## config.mk

```make
export PLATFORM = sky130hd
export DESIGN_NAME = dev_regs_arbiter
export DESIGN_NICKNAME = d
export VERILOG_FILES = /design/src/rtl/dev_regs_pkg.sv /design/src/rtl/rr_arb2.sv /design/src/rtl/dev_regs_arbiter.sv
export SDC_FILE = /design/constraint.sdc
export NUM_CORES = 1
export LEC_CHECK = 0
export CAP_MARGIN = 10
export CORE_ASPECT_RATIO = 0.6
export CORE_MARGIN = 2
export CORE_UTILIZATION = 42
export CTS_CLUSTER_DIAMETER = 100
export CTS_CLUSTER_SIZE = 12
export DETAILED_ROUTE_END_ITERATION = 8
export PLACE_DENSITY = 0.79
export SYNTH_ARGS = -nofsm -noshare
export SYNTH_HDL_FRONTEND = slang
export SYNTH_HIERARCHICAL = 1
export SYNTH_SLANG_ARGS = --single-unit
```

## constraint.sdc

```tcl
create_clock -name clk -period 3.1 [get_ports clk]
set_clock_uncertainty 0.15 [all_clocks]
set_input_delay 0.465 -clock clk [delete_from_list [all_inputs] [get_ports clk]]
set_output_delay 0.465 -clock clk [all_outputs]
set_load 0.02 [all_outputs]
```

## src/rtl/dev_regs_pkg.sv

```systemverilog
// Shared types and widths for the register-bank arbiter.
// Latency: n/a. Backpressure: n/a.
// Holds FSM encodings, address/data widths and the default top offset.
package dev_regs_pkg;

  localparam int ADDR_W = 4;
  localparam int DATA_W = 8;
  localparam logic [ADDR_W-1:0] MAX_ADDR_DEF = 4'd3;

  typedef enum logic [1:0] {
    ST_IDLE  = 2'd0,
    ST_ISSUE = 2'd1,
    ST_WAIT  = 2'd2,
    ST_DONE  = 2'd3
  } state_t;

  function automatic logic [1:0] onehot2(input logic idx);
    return idx ? 2'b10 : 2'b01;
  endfunction

endpackage

```

## src/rtl/rr_arb2.sv

```systemverilog
// Two-way round-robin pick: on a tie, the requester not granted last wins.
// Latency: combinational. Backpressure: grant only while update is high.
// The pointer is the index of the last granted requester.
module rr_arb2 (
  input  logic [1:0] req,
  input  logic       pointer,
  input  logic       update,
  output logic [1:0] grant
);

  always_comb begin
    grant = 2'b00;
    if (update) begin
      case (req)
        2'b01:   grant = 2'b01;
        2'b10:   grant = 2'b10;
        2'b11:   grant = pointer ? 2'b01 : 2'b10;
        default: grant = 2'b00;
      endcase
    end
  end

endmodule

```

## src/rtl/dev_regs_arbiter.sv

```systemverilog
// Arbitrates two requesters onto a single register bank port.
// Latency: write 2, read 3, out-of-range 1 cycle from the IDLE cycle seeing req to ack.
// Backpressure: requesters hold their command until ack; one transaction in flight.
module dev_regs_arbiter
  import dev_regs_pkg::*;
#(
  parameter logic [ADDR_W-1:0] MAX_ADDR = MAX_ADDR_DEF
) (
  input  logic              clk,
  input  logic              resetb,
  input  logic [1:0]        req,
  input  logic [1:0]        req_we,
  input  logic [7:0]        req_addr,
  input  logic [15:0]       req_wdata,
  output logic [1:0]        ack,
  output logic              ack_err,
  output logic [DATA_W-1:0] ack_rdata,
  output logic              busy,
  output logic [ADDR_W-1:0] dev_address,
  output logic              dev_write_en,
  output logic              dev_read_en,
  output logic [DATA_W-1:0] dev_data_in,
  input  logic [DATA_W-1:0] dev_read_data
);

  state_t              state;
  logic                ptr;
  logic                win_q;
  logic                we_q;
  logic [1:0]          gnt;
  logic                sel;
  logic                sel_we;
  logic [ADDR_W-1:0]   sel_addr;
  logic [DATA_W-1:0]   sel_wdata;

  rr_arb2 u_rr (
    .req     (req),
    .pointer (ptr),
    .update  (state == ST_IDLE),
    .grant   (gnt)
  );

  assign sel       = gnt[1];
  assign sel_we    = req_we[sel];
  assign sel_addr  = sel ? req_addr[7:4]   : req_addr[3:0];
  assign sel_wdata = sel ? req_wdata[15:8] : req_wdata[7:0];

  // All outputs are registered; each transition loads the values for the next state.
  always_ff @(posedge clk) begin
    if (resetb) begin
      state        <= ST_IDLE;
      ptr          <= 1'b1;
      win_q        <= 1'b0;
      we_q         <= 1'b0;
      ack          <= 2'b00;
      ack_err      <= 1'b0;
      ack_rdata    <= '0;
      busy         <= 1'b0;
      dev_address  <= '0;
      dev_write_en <= 1'b0;
      dev_read_en  <= 1'b0;
      dev_data_in  <= '0;
    end else begin
      case (state)
        ST_IDLE: begin
          if (gnt != 2'b00) begin
            win_q <= sel;
            we_q  <= sel_we;
            busy  <= 1'b1;
            if (sel_addr > MAX_ADDR) begin
              state     <= ST_DONE;
              ack       <= onehot2(sel);
              ack_err   <= 1'b1;
              ack_rdata <= '0;
            end else begin
              state        <= ST_ISSUE;
              dev_address  <= sel_addr;
              dev_write_en <= sel_we;
              dev_read_en  <= ~sel_we;
              dev_data_in  <= sel_wdata;
            end
          end
        end
        ST_ISSUE: begin
          dev_address  <= '0;
          dev_write_en <= 1'b0;
          dev_read_en  <= 1'b0;
          dev_data_in  <= '0;
          if (we_q) begin
            state     <= ST_DONE;
            ack       <= onehot2(win_q);
            ack_err   <= 1'b0;
            ack_rdata <= '0;
          end else begin
            state <= ST_WAIT;
          end
        end
        ST_WAIT: begin
          // Bank registers its read data, so it is valid in this cycle.
          state     <= ST_DONE;
          ack       <= onehot2(win_q);
          ack_err   <= 1'b0;
          ack_rdata <= dev_read_data;
        end
        ST_DONE: begin
          state     <= ST_IDLE;
          ptr       <= win_q;
          ack       <= 2'b00;
          ack_err   <= 1'b0;
          ack_rdata <= '0;
          busy      <= 1'b0;
        end
        default: state <= ST_IDLE;
      endcase
    end
  end

endmodule

```

==> results of run 1 <==
## cells by family after synthesis
kind of cell	after synthesis	synth area share, %
AND/OR/NAND/NOR	61	21.48
AO/OA/AOI/OAI	49	18.55
flip-flops	31	40.36
buffers and inverters	16	4.881
multiplexers	15	9.845
adder cells (fa/ha/maj)	6	4.882
## final cells by class
cell class | count | share of cell area [%]
Clock buffer | 6 | 3.577
Clock inverter | 1 | 0.2168
Inverter | 4 | 0.6504
Multi-Input combinational cell | 131 | 36.64
Sequential cell | 31 | 26.88
Tap cell | 45 | 2.439
Timing Repair Buffer | 70 | 29.59
## Yosys cell counts (2+ instances only)
cell	n
dfxtp_1	31
a21oi_1	26
nand2_1	18
mux2i_1	14
or3_1	14
o21ai_0	13
clkbuf_1	9
nand4_1	8
nor2_1	8
ha_1	6
inv_1	4
nor2b_1	3
a211oi_1	2
buf_6	2
nand2b_1	2
## registers in the layout, indices dropped and copies added, names as in the netlist
| signal | cells |
|---|---|
| dev_address | 4 |
| ack_rdata | 8 |
| ack | 2 |
| dev_write_en | 1 |
| win_q | 1 |
| dev_data_in | 8 |
| dev_read_en | 1 |
| we_q | 1 |
| ack_err | 1 |
| state | 2 |
| ptr | 1 |
| busy | 1 |
## worst max-delay path by stage
| stage | to | slack [ps] |
|---|---|---|
| 2_1_floorplan | dev_address[0] | 620 |
| 3_3_place_gp | dev_read_en | 430 |
| 3_5_place_dp | dev_read_en | 340 |
| 4_1_cts | dev_read_en | 380 |
| 5_1_grt | dev_read_en | 170 |
| 6_report | dev_read_en | 340 |
## layer usage
layer | global-route usage (%) | vias up | wire length (um)
met1 | 26.30 | 686 | 1868
li1 | - | 767 | -
met3 | 7.951 | 2 | 339
met2 | 29.13 | 62 | 1633
met4 | 5.278 | 0 | 17
met5 | 0 | - | 0
## worst min-delay path: stages (launching register included)
cell	delay [ps]
dfxtp_1	310
nand2_1	50
a21oi_1	50
## metrics by stage
stage	utilization [%]	total power (W)	cells	cell area [um2]
2_1_floorplan	-	0.001244	178	1538
3_3_place_gp	65.64	0.001603	281	2221
3_5_place_dp	65.64	0.001621	281	2221
4_1_cts	68.23	0.001939	288	2308
5_1_grt	68.23	0.002069	288	2308
6_report	68.23	0.001932	288	2308
## power groups by stage
stage	clock network [W]	logic [W]	registers, W
after floorplan	0	0.000544	0.000699
after global placement	0	0.00101	0.000590
after detailed placement	0	0.00103	0.000591
after CTS	0.000322	0.00103	0.000585
after global routing	0.000336	0.00113	0.000600
final	0.000315	0.00103	0.000585
==> impl_metrics.ini, run 1 <==
[status]
status = finished clean

[synthesis]
synth-seq-cells = 31
synth_top_area_cell = dfxtp_1
async_flop_share_pct = 0
avgSynthCellArea_um2 = 8.639
synth_top_area_share_pct = 40.36
yosysUniqueCellTypes = 33
seq_area_frac_synth_pct = 40.36
synth_edf_count = 0
mappedNetlistArea_mm2 = 0.001538
synth_cells = 178
synthFlopType = dfxtp_1
syn-num-nets = 222
ys_warn_count = 6
synth.area.top_cells = dfxtp_1 (40%), mux2i_1 (9.1%), a21oi_1 (8.5%)

[finish]
n_fill_cell = 308
final_layout_size_suffix_gt1_share_pct = 7.819
syn2layout_area_growth_pct = 50.12
multi_input_area_um2 = 845.8
layout_common_cells = clkdlybuf4s50_1 (63), dfxtp_1 (31), a21oi_1 (25)
finish.net_count = 287
regArea_um2 = 620.6
final_common_cell = clkdlybuf4s50_1
num_antenna_cells = 0

[clocking]
cts_hold_buf = 0
numCtsBuffers = 5
cts.sinks = 31
clkTransAtPathRegs_ps = 70
clockRootBuffer = clkbuf_8
post_cts_buffers = 0
htreeDepth = 2
cts_resized = 0
clk_latency_ps = 280
cts_buffer_depth = 2
cts_tree = built

[min_path]
min_to = dev_write_en
min_from = dev_write_en
holdCritPathClass = reg2reg
min_path_cells = 2

[floorplan]
num_rows = 16
die_h_um = 50.87
core_area_mm2 = 0.003383
dieArea_mm2 = 0.004177
die_w_um = 82.12
pin_count = 64
start_util_pct = 45.45

[sta]
fin_ws_ps = 338.8
setup-tns-final_ps = 0
slew_headroom_pct = 61.76
timing.final.crit_share_pct = 89.07
final-hold-violation-count = 0
rsz0062_at_grt = false
max_freq_mhz = 362.2
holdWs_ps = 300.5
drv_slew = 0
period_minus_slack_ps = 2761
finalSetupViolations = 0
worstMarginPinSlew_ps = 571.5

[critical_path]
path_cells = inv_1, ha_1, nand2_1, a21oi_2, or3b_4, a31o_4, or3_1, a21oi_1
path_delay_family = simple AND/OR/NAND/NOR gates
r2r-start = state[0]
critPathRequiredTime_ps = 3150
crit_arrival_ps = 2820
worst_setup_path_end_kind = flop
rrSetupSlack_ps = 340
slowest_delay_ps = 440
cp_slowest_cell = or3b_4
reg2reg_depth = 8
critical_path.startpoint = state[0]
crit_type = reg2reg
cp_num_cells = 8
r2r-end = dev_read_en
cp-start-kind = flop
crit_fanout = 28
critPathBufInv = 1

[global_routing]
grt_pass1_vias = 1372
antenna_found_initial = 0
gr-total-overflow = 0
grt_pass1_wl_mm = 6.210
grt_use_total_pct = 19.59
grt_max_degree = 33

[power_and_ir_drop]
p_int_w = 0.001154
p_per_area_mw_per_mm2 = 837.0
seqPwrFrac_pct = 30.3
vdd_ir_drop_max_uv = 434.0
p_clk_share_pct = 16.3
switching_share_pct = 40.29
p_sw_w = 0.0007785
p_leak_nw = 0.8374
p_comb_share_pct = 53.4

[routing]
vias = 1517
postRouteAntennaNets = 0
wl_mm = 3.859
wl_per_cell_um = 13.40
dr.pass1.iters = 4
viasPerCell = 5.267
drc_errors = 0
drt_iter0_drc = 122

[place]
gp_congestion = 0.8391
pre_cts_slack_ps = 340.8
dp_hpwl_mm = 2.835
numPortBuffers = 63

[job]
max_cap_violations = 0
Note: power is estimated with default switching activity, not from simulation.
==> inputs of run 2 (changes only) <==
--- a/config.mk
+++ b/config.mk
@@ -6,7 +6,7 @@
 export NUM_CORES = 1
 export LEC_CHECK = 0
 export CAP_MARGIN = 10
-export CORE_ASPECT_RATIO = 0.6
+export CORE_ASPECT_RATIO = 0.8
 export CORE_MARGIN = 2
 export CORE_UTILIZATION = 42
 export CTS_CLUSTER_DIAMETER = 100
@@ -17,3 +17,4 @@
 export SYNTH_HDL_FRONTEND = slang
 export SYNTH_HIERARCHICAL = 1
 export SYNTH_SLANG_ARGS = --single-unit
+export TNS_END_PERCENT = 30
==> run 2 against run 1 <==
Effect of this change: non-clock buffer count is 1 lower; combinational power hardly changed; worst setup slack better by 66 ps; sequential share of layout area is 0.13 points higher; final area is 0.49% lower; via count is 0.46% higher; first-iteration DRC count is 25% lower; cell count is 1.4% lower; clock-buffer cell count stayed put; largest cell class unchanged.
==> impl_metrics.ini, run 2 (synthesized netlist as in run 1, its figures left out) <==
[floorplan]
start_util_pct = 44.30
pin_count = 64
die_h_um = 58.12
die_w_um = 71.65
dieArea_mm2 = 0.004164
core_area_mm2 = 0.003471
num_rows = 19

[global_routing]
grt_use_total_pct = 19.36
gr-total-overflow = 0
grt_pass1_wl_mm = 6.313
grt_pass1_vias = 1345
grt_max_degree = 29
antenna_found_initial = 0

[critical_path]
reg2reg_depth = 9
rrSetupSlack_ps = 400
r2r-start = state[0]
cp-start-kind = flop
r2r-end = ack[1]
worst_setup_path_end_kind = flop
critPathRequiredTime_ps = 3160
crit_type = reg2reg
crit_arrival_ps = 2750
crit_fanout = 16

[clocking]
cts_hold_buf = 0
cts_resized = 0
clk_latency_ps = 280
htreeDepth = 2
cts_tree = built
cts.sinks = 31
post_cts_buffers = 0
clkTransAtPathRegs_ps = 60
numCtsBuffers = 5
clockRootBuffer = clkbuf_8
cts_buffer_depth = 2

[min_path]
min_from = dev_read_en
min_path_cells = 2
holdCritPathClass = reg2reg
min_to = dev_read_en

[power_and_ir_drop]
p_per_area_mw_per_mm2 = 836.1
p_leak_nw = 0.8328
vdd_ir_drop_max_uv = 543.7

[place]
numPortBuffers = 63
gp_congestion = 0.8273
pre_cts_slack_ps = 350.9
dp_cells = 277
dp_hpwl_mm = 2.775

[sta]
finalSetupViolations = 0
final-hold-violation-count = 0
period_minus_slack_ps = 2696
rsz0062_at_grt = false
slew_headroom_pct = 60.82
worstMarginPinSlew_ps = 585.5
drv_slew = 0
timing.final.crit_share_pct = 86.96
fin_ws_ps = 404.3
setup-tns-final_ps = 0
max_freq_mhz = 371.0

[finish]
final_cells = 284
num_antenna_cells = 0
final_common_cell = clkdlybuf4s50_1
syn2layout_area_growth_pct = 49.39
n_fill_cell = 296
final_util_pct = 66.19
finish.net_count = 286
final_layout_size_suffix_gt1_share_pct = 7.438
layout_common_cells = clkdlybuf4s50_1 (63), dfxtp_1 (31), a21oi_1 (25)
reg.largest.list = ack_rdata (8), dev_data_in (8), dev_address (4)

[routing]
dr.pass1.iters = 4
vias = 1524
wl_per_cell_um = 13.93
viasPerCell = 5.366
drt_iter0_drc = 92
wl_mm = 3.957
drc_errors = 0
postRouteAntennaNets = 0

[status]
status = finished clean

[job]
max_cap_violations = 0
-- run 2: cell types whose count changed in the layout (fill, tap and decap cells not counted), sizes merged --
cell | before | now
buf | 7 | 6
-- run 2: area by class of cell --
class | count | area, um2 | share of cell area (%)
clock inverter | 1 | 5.005 | 0.2179
clock buffer | 6 | 82.58 | 3.595
multi-input combinational | 131 | 845.8 | 36.82
tap | 42 | 52.55 | 2.288
sequential | 31 | 620.6 | 27.02
inverter | 4 | 15.01 | 0.6536
timing repair buffer | 69 | 675.6 | 29.41
-- run 2: stage by stage --
step           hold slack, ps  cell area (um2)  total power, W
6_report                299.5             2297        0.001921
5_1_grt                 320.9             2297        0.002055
4_1_cts                 302.2             2297        0.001922
3_5_place_dp            295.2             2210        0.001598
3_3_place_gp            289.2             2210        0.001585
2_1_floorplan           308.8             1538        0.001244
-- run 2: power breakdown --
group	switching, W	internal, W
combinational	0.000562	0.000455
sequential	0.0000688	0.000515
clock	0.000147	0.000174
-- run 2: worst max-delay path by stage --
stage,startpoint,end,slack [ps],cells after the start
2_1_floorplan,state[0],dev_address[0],620,10
3_3_place_gp,req[1],ack[1],350,8
3_5_place_dp,req[1],ack[1],350,8
4_1_cts,state[0],ack[1],390,9
5_1_grt,state[1],ack[1],170,9
6_report,state[0],ack[1],400,9
-- run 2: worst max-delay path, stage by stage (launching register included) --
cell	delay [ps]
dfxtp_1	340
inv_1	150
ha_1	360
nand2_1	110
a21oi_2	210
buf_4	290
or3b_1	260
o21ai_0	150
or4_1	510
o21ai_0	80
-- run 2: metal layers --
layer  global-route usage [%]  share of wire [%]  routed length [um]  up-vias
met5                        0                  0                   0        -
met3                    6.609                9.2                 363        5
met2                    27.91                 41                1635       58
met1                    27.73                 49                1933      695
met4                    4.852               0.61                  24        0
li1                         -                  -                   -      766
==> inputs of run 3 (changes only) <==
--- a/config.mk
+++ b/config.mk
@@ -5,7 +5,7 @@
 export SDC_FILE = /design/constraint.sdc
 export NUM_CORES = 1
 export LEC_CHECK = 0
-export CAP_MARGIN = 10
+export CAP_MARGIN = 5
 export CORE_ASPECT_RATIO = 0.8
 export CORE_MARGIN = 2
 export CORE_UTILIZATION = 42
==> results of run 3 <==
No change in the layout: final DEF, timing and power equal those of run 2.
